===== src/rtl/demux_rr_ctrl.sv =====
// Round-robin 1-to-8 demux controller: streams bursts of burst_len+1 words to each
// enabled channel in turn, with stall, abandon and async-reset handling.
module demux_rr_ctrl #(
  parameter int unsigned WIDTH = 8
) (
  input  logic             clk,
  input  logic             rst_n,
  input  logic             en,
  input  logic [7:0]       chan_mask,
  input  logic [2:0]       burst_len,
  input  logic             in_valid,
  input  logic [WIDTH-1:0] in_data,
  output logic             in_ready,
  input  logic [7:0]       out_ready,
  output logic [7:0]       out_valid,
  output logic [WIDTH-1:0] out_data,
  output logic [2:0]       sel,
  output logic             burst_done
);

  typedef enum logic {StIdle, StActive} state_e;

  state_e     state_q, state_d;
  logic [2:0] sel_q, sel_d;
  logic [2:0] beat_q, beat_d;
  logic [2:0] limit_q, limit_d;
  logic       done_q, done_d;
  logic       run, chan_ok, xfer;

  // First set bit of mask at or above start, wrapping 7->0.
  function automatic logic [2:0] first_enabled(input logic [7:0] mask, input logic [2:0] start);
    logic [2:0] idx;
    logic       found;
    first_enabled = start;
    found         = 1'b0;
    for (int i = 0; i < 8; i++) begin
      idx = start + 3'(i);
      if (!found && mask[idx]) begin
        first_enabled = idx;
        found         = 1'b1;
      end
    end
  endfunction

  assign run      = en && (|chan_mask);
  assign chan_ok  = (state_q == StActive) && chan_mask[sel_q];
  assign in_ready = chan_ok && out_ready[sel_q];
  assign xfer     = in_valid && in_ready;

  always_comb begin
    out_valid = '0;
    if (chan_ok) begin
      out_valid = 8'(in_valid) << sel_q;
    end
  end

  assign out_data   = in_data;
  assign sel        = sel_q;
  assign burst_done = done_q;

  always_comb begin
    state_d = state_q;
    sel_d   = sel_q;
    beat_d  = beat_q;
    limit_d = limit_q;
    done_d  = 1'b0;
    unique case (state_q)
      StIdle: begin
        if (run) begin
          state_d = StActive;
          sel_d   = first_enabled(chan_mask, sel_q);
          beat_d  = '0;
          limit_d = burst_len;
        end
      end
      StActive: begin
        if (!run) begin
          state_d = StIdle;
          beat_d  = '0;
        end else if (!chan_mask[sel_q]) begin
          // Channel disabled under us: drop the partial burst and move on silently.
          sel_d   = first_enabled(chan_mask, sel_q + 3'd1);
          beat_d  = '0;
          limit_d = burst_len;
        end else if (xfer) begin
          if (beat_q == limit_q) begin
            sel_d   = first_enabled(chan_mask, sel_q + 3'd1);
            beat_d  = '0;
            limit_d = burst_len;
            done_d  = 1'b1;
          end else begin
            beat_d = beat_q + 3'd1;
          end
        end
      end
      default: state_d = StIdle;
    endcase
  end

  always_ff @(posedge clk or negedge rst_n) begin
    if (!rst_n) begin
      state_q <= StIdle;
      sel_q   <= '0;
      beat_q  <= '0;
      limit_q <= '0;
      done_q  <= 1'b0;
    end else begin
      state_q <= state_d;
      sel_q   <= sel_d;
      beat_q  <= beat_d;
      limit_q <= limit_d;
      done_q  <= done_d;
    end
  end

endmodule


===== config.mk =====
export PLATFORM = sky130hd
export DESIGN_NAME = demux_rr_ctrl
export DESIGN_NICKNAME = d
export VERILOG_FILES = /design/src/rtl/demux_rr_ctrl.sv
export SDC_FILE = /design/constraint.sdc
export NUM_CORES = 1
export LEC_CHECK = 0
export CAP_MARGIN = 20
export CELL_PAD_IN_SITES_DETAIL_PLACEMENT = 2
export CELL_PAD_IN_SITES_GLOBAL_PLACEMENT = 2
export CORE_ASPECT_RATIO = 1.4
export CORE_MARGIN = 5
export CORE_UTILIZATION = 39
export DETAILED_ROUTE_END_ITERATION = 10
export DONT_BUFFER_PORTS = 1
export PLACE_DENSITY = 0.83
export SLEW_MARGIN = 0
export SYNTH_ARGS = -nofsm -noshare
export SYNTH_HDL_FRONTEND = slang
export SYNTH_SLANG_ARGS = --single-unit
export TNS_END_PERCENT = 1

===== constraint.sdc =====
create_clock -name clk -period 4.6 [get_ports clk]
set_input_delay 1.38 -clock clk [delete_from_list [all_inputs] [get_ports clk]]
set_output_delay 1.38 -clock clk [all_outputs]
set_load 0.01 [all_outputs]

==> impl_metrics.py, run 1 <==
metrics = {
    "detailed_routing": {
        "remaining_drc_errors": 0,
        "firstDrtPassIters": 4,
        "viasPerCell": 6.968,
        "wl_um": 7367,
        "drtAntennaViolNets": 0,
        "drtIter0Drc": 91,
        "vias": 1951,
        "wl_per_cell_um": 26.31,
    },
    "sta": {
        "rsz0062_at_grt": "false",
        "setup_viol": 0,
        "min_period_ps": 3910,
        "fmax_ghz": 0.2558,
        "min_period_over_period_pct": 84.99,
        "fin_skew_ps": 6.251,
        "tightest_slew_ps": 756.1,
        "hold_violations": 0,
        "final_max_slew_viol_count": 0,
        "fin_ws_ps": 690.4,
        "fin_hold_ws_ps": 546.1,
        "final.setup.tns_ps": 0,
        "slew_headroom_pct": 49.59,
    },
    "critical_path": {
        "cp.required_ps": 4720,
        "critPathKind": "reg -> reg",
        "worst-r2r-setup-slack_ps": 690,
        "start_kind": "flip-flop",
        "arrival_ps": 4030,
        "end_kind": "flip-flop",
        "path_max_fanout": 15,
        "reg2reg_depth": 9,
        "r2r-start": "sel[0]$_DFFE_PN0P_",
        "r2r_end": "sel[1]$_DFFE_PN0P_",
    },
    "flow_run": {
        "cap_violations": 0,
    },
    "cells_and_area": {
        "antenna_cells": 0,
        "num-fill-cells": 573,
        "stdcell_count": 280,
        "mostFrequentLayoutCells": "20 x nor2_1, 14 x mux2_2, 13 x mux4_2",
        "nets": 250,
        "drive_above_1_share_pct": 20.09,
        "syn2layout_area_growth_pct": 0.7827,
        "final_common_cell": "nor2_1",
    },
    "global_route": {
        "grt_pass1_wl_um": 11850,
        "grt_overflow": 0,
        "grt_pass1_vias": 2158,
        "grtUsageTotal_pct": 22.06,
        "antenna_found_initial": 0,
        "grt_max_degree": 24,
    },
    "outcome": {
        "status": "complete, no violations",
    },
    "floorplanning": {
        "start_util_pct": 40.29,
        "dieArea_um2": 6910,
        "row_count": 31,
        "die_x_um": 71.70,
        "die_h_um": 96.38,
        "ios": 52,
        "core_area_um2": 5159,
    },
    "synthesis": {
        "yosysTopAreaCellShare_pct": 14.09,
        "synth_top_cells_by_area": "mux4_2 14%, dfrtp_1 13%, mux2_2 7.6%",
        "syn_area_um2": 2078,
        "synth-seq-cells": 11,
        "synth-edff-count": 0,
        "syn_nets": 262,
        "synth_cell_types": 59,
        "ys_dominant_reg_cell": "dfrtp_1",
        "async_flop_share_pct": 100.0,
        "synth_cells": 227,
        "ys_warn_count": 0,
        "syn_avg_cell_area_um2": 9.155,
        "yosysTopAreaCell": "mux4_2",
        "seq_area_frac_synth_pct": 13.25,
    },
    "clock_tree": {
        "cts_max_path_buffers": 2,
        "root_buffer": "clkbuf_8",
        "postCtsSetupRepairBufs": 0,
        "cts.sinks": 11,
        "ctsResizeCount": 0,
        "clk_pin_slew_worst_paths_ps": 50,
        "numCtsBuffers": 3,
        "cts_max_level": 1,
        "hold_buffers": 0,
        "cts_tree": "yes",
        "clock_latency_ps": 240,
    },
    "hold_path": {
        "min_from": "limit_q[2]$_DFFE_PN0P_",
        "holdCritPathClass": "reg -> reg",
        "hold_depth": 1,
        "min_to": "limit_q[2]$_DFFE_PN0P_",
    },
    "placed_design": {
        "dpl.hpwl_um": 5438,
        "place_ws_ps": 728.5,
        "dp_cells": 276,
        "io_buffers": 0,
        "routabilityCongestion": 0.9210,
    },
}
[registers in the layout (all words and copies together) (netlist names)]
signal,cells
sel,3
burst_done,1
state_q,1
beat_q,3
limit_q,3
[worst max-delay path: stages, from the launching register on]
cell	delay, ps
dfrtp_1	360
inv_1	150
ha_1	820
mux4_2	730
mux2i_1	300
a32o_1	410
o2111ai_1	180
a21boi_0	370
o41ai_1	140
o32a_1	300
[synthesized netlist by cell type, types with 7 or more instances]
library cell,number
a31oi_1,7
and3_1,8
buf_4,8
dfrtp_1,11
inv_1,7
mux2_2,14
mux2i_1,12
mux4_2,13
nand2_1,9
nor2_1,20
nor3_1,7
o21ai_0,11
xnor2_1,7
[routing by layer]
| metal | vias to the layer above | share of wire, % | routed length (um) | track usage (%) |
|---|---|---|---|---|
| met4 | 0 | 3.9 | 286 | 10.82 |
| met3 | 27 | 3.2 | 237 | 2.588 |
| met1 | 1002 | 38 | 2805 | 24.70 |
| li1 | 865 | - | - | - |
| met2 | 57 | 55 | 4038 | 40.95 |
| met5 | - | 0 | 0 | 0 |
[kinds of logic after synthesis]
logic type	after synthesis	share of synthesized area [%]
and+or+nand+nor	73	19.27
AOI/OAI and AO/OA	54	18.72
muxes	43	31.37
buffers and inverters	30	8.609
xor gates and xnor gates	12	6.382
DFF	11	13.24
adders and majority gates	4	2.408
[per-stage QoR]
step	instance area (um2)	utilization, %
after global placement	2049	39.73
after floorplan	2078	-
after global routing	2095	40.60
after detailed placement	2049	39.73
final	2095	40.60
after CTS	2095	40.60
[layout make-up]
cell class                      instances  area (um2)  area share, %
Clock buffer                            4       45.04          2.151
Multi-Input combinational cell        186        1624          77.54
Tap cell                               66       82.58          3.943
Sequential cell                        11       275.3          13.14
Inverter                                8       30.03          1.434
Timing Repair Buffer                    5       37.54          1.792
[worst max path at each step]
| stage | cells after the start | slack, ps | endpoint | startpoint |
|---|---|---|---|---|
| 6_report | 9 | 690 | sel[1]$_DFFE_PN0P_ | sel[0]$_DFFE_PN0P_ |
| 5_1_grt | 9 | 410 | sel[1]$_DFFE_PN0P_ | sel[0]$_DFFE_PN0P_ |
| 4_1_cts | 9 | 700 | sel[1]$_DFFE_PN0P_ | sel[0]$_DFFE_PN0P_ |
| 3_3_place_gp | 4 | 790 | in_ready | chan_mask[3] |
| 3_5_place_dp | 9 | 730 | sel[1]$_DFFE_PN0P_ | sel[0]$_DFFE_PN0P_ |
| 2_1_floorplan | 4 | 910 | in_ready | chan_mask[3] |
Power of run 1 is not shown: default switching activity piles up to over one toggle a cycle in this logic, so the estimate is an artifact.
==> run 2, diff against run 1 <==
clock period = 3.8 ns   (was 4.6 ns; I/O delays follow)
==> run 2 against run 1 <==
Against the previous run: die area unchanged; worst setup slack got worse by 360 ps; hold slack worse by 18 ps; sequential share of layout area decreased by 0.32 points; count of clock-buffer cells in the layout stayed put; critical endpoint is now in_ready; highest routed layer unchanged.
==> impl_metrics.py, run 2 (same netlist as run 1, synthesis figures left out) <==
metrics = {
    "cells_and_area": {
        "drive_above_1_share_pct": 22.62,
        "final_common_cell": "nor2_1",
        "mostFrequentLayoutCells": "20 x nor2_1, 14 x mux2_2, 13 x mux4_2",
        "syn2layout_area_growth_pct": 3.311,
        "antenna_cells": 0,
        "nets": 257,
        "multi_input_area_um2": 1624,
        "seq_area_um2": 275.3,
        "num-fill-cells": 576,
    },
    "global_route": {
        "antenna_found_initial": 0,
        "grt_pass1_vias": 2255,
        "grtUsageTotal_pct": 22.06,
        "grt_overflow": 0,
        "grt_pass1_wl_um": 11760,
        "grt_max_degree": 22,
    },
    "clock_tree": {
        "cts_tree": "yes",
        "ctsResizeCount": 0,
        "hold_buffers": 0,
        "cts_max_path_buffers": 2,
        "cts.sinks": 11,
        "postCtsSetupRepairBufs": 0,
        "clock_latency_ps": 240,
        "clk_pin_slew_worst_paths_ps": 50,
        "root_buffer": "clkbuf_8",
        "numCtsBuffers": 3,
        "cts_max_level": 1,
    },
    "critical_path": {
        "path_max_fanout": 9,
        "start_kind": "input port",
        "arrival_ps": 2330,
        "end_kind": "output pin",
        "reg2reg_depth": 10,
        "cp.required_ps": 2660,
        "critPathKind": "in -> out",
    },
    "outcome": {
        "status": "complete, no violations",
    },
    "placed_design": {
        "io_buffers": 0,
        "routabilityCongestion": 0.8967,
        "dpl.hpwl_um": 5627,
    },
    "hold_path": {
        "holdCritPathClass": "reg -> reg",
        "hold_depth": 1,
    },
    "floorplanning": {
        "start_util_pct": 40.29,
        "row_count": 31,
        "dieArea_um2": 6910,
        "ios": 52,
        "core_area_um2": 5159,
        "die_h_um": 96.38,
        "die_x_um": 71.70,
    },
    "detailed_routing": {
        "viasPerCell": 6.969,
        "remaining_drc_errors": 0,
        "drtAntennaViolNets": 0,
        "vias": 2000,
        "firstDrtPassIters": 4,
        "drtIter0Drc": 78,
        "wl_per_cell_um": 25.27,
        "wl_um": 7252,
    },
    "sta": {
        "hold_violations": 0,
        "final_max_slew_viol_count": 0,
        "setup_viol": 0,
        "min_period_ps": 3470,
        "final.setup.tns_ps": 0,
        "fin_skew_ps": 0.9762,
        "min_period_over_period_pct": 91.32,
        "tightest_slew_ps": 748.8,
        "fmax_ghz": 0.2882,
        "rsz0062_at_grt": "false",
        "slew_headroom_pct": 50.08,
    },
    "flow_run": {
        "cap_violations": 0,
    },
}
## run 2: cell types whose count changed in the layout (fill, tap and decap cells not counted)
| cell | change |
|---|---|
| buf_4 | +7 |
## run 2: critical path, stage by stage
cell,delay (ps)
mux4_2,520
mux2i_1,340
nand2b_1,220
nor2_1,100
## run 2: routing by layer
metal | vias up | global-route usage (%) | wire length, um
met5 | - | 0 | 0
met2 | 69 | 40.26 | 3902
met3 | 31 | 3.313 | 278
met1 | 1020 | 23.75 | 2654
met4 | 0 | 13.48 | 418
li1 | 880 | - | -
## run 2: layout make-up
class                           count  share of cell area (%)
Sequential cell                    11                   12.82
Clock buffer                        4                   2.098
Timing Repair Buffer               12                   4.196
Tap cell                           66                   3.846
Inverter                            8                   1.399
Multi-Input combinational cell    186                   75.64
## run 2: metrics by stage
step	worst slack [ps]	area (um2)	hold WS [ps]	std cells	util, %
2_1_floorplan	323.0	2078	502.4	227	-
4_1_cts	325.3	2147	532.4	287	41.62
3_5_place_dp	362.7	2102	521.3	283	40.75
3_3_place_gp	384.8	2102	523.6	283	40.75
5_1_grt	189.0	2147	552.0	287	41.62
6_report	329.8	2147	527.9	287	41.62
## run 2: worst paths after layout
path / from / end / slack (ps)
min: limit_q[1]$_DFFE_PN0P_ / limit_q[1]$_DFFE_PN0P_ / 530
min reg2reg: limit_q[1]$_DFFE_PN0P_ / limit_q[1]$_DFFE_PN0P_ / 530
max: chan_mask[3] / in_ready / 330
max in group asynchronous: rst_n / sel[2]$_DFFE_PN0P_ / 3140
max reg2reg: sel[1]$_DFFE_PN0P_ / sel[2]$_DFFE_PN0P_ / 360
min in group asynchronous: rst_n / beat_q[1]$_DFFE_PN0P_ / 590
Power of run 2 is left out for the same reason.
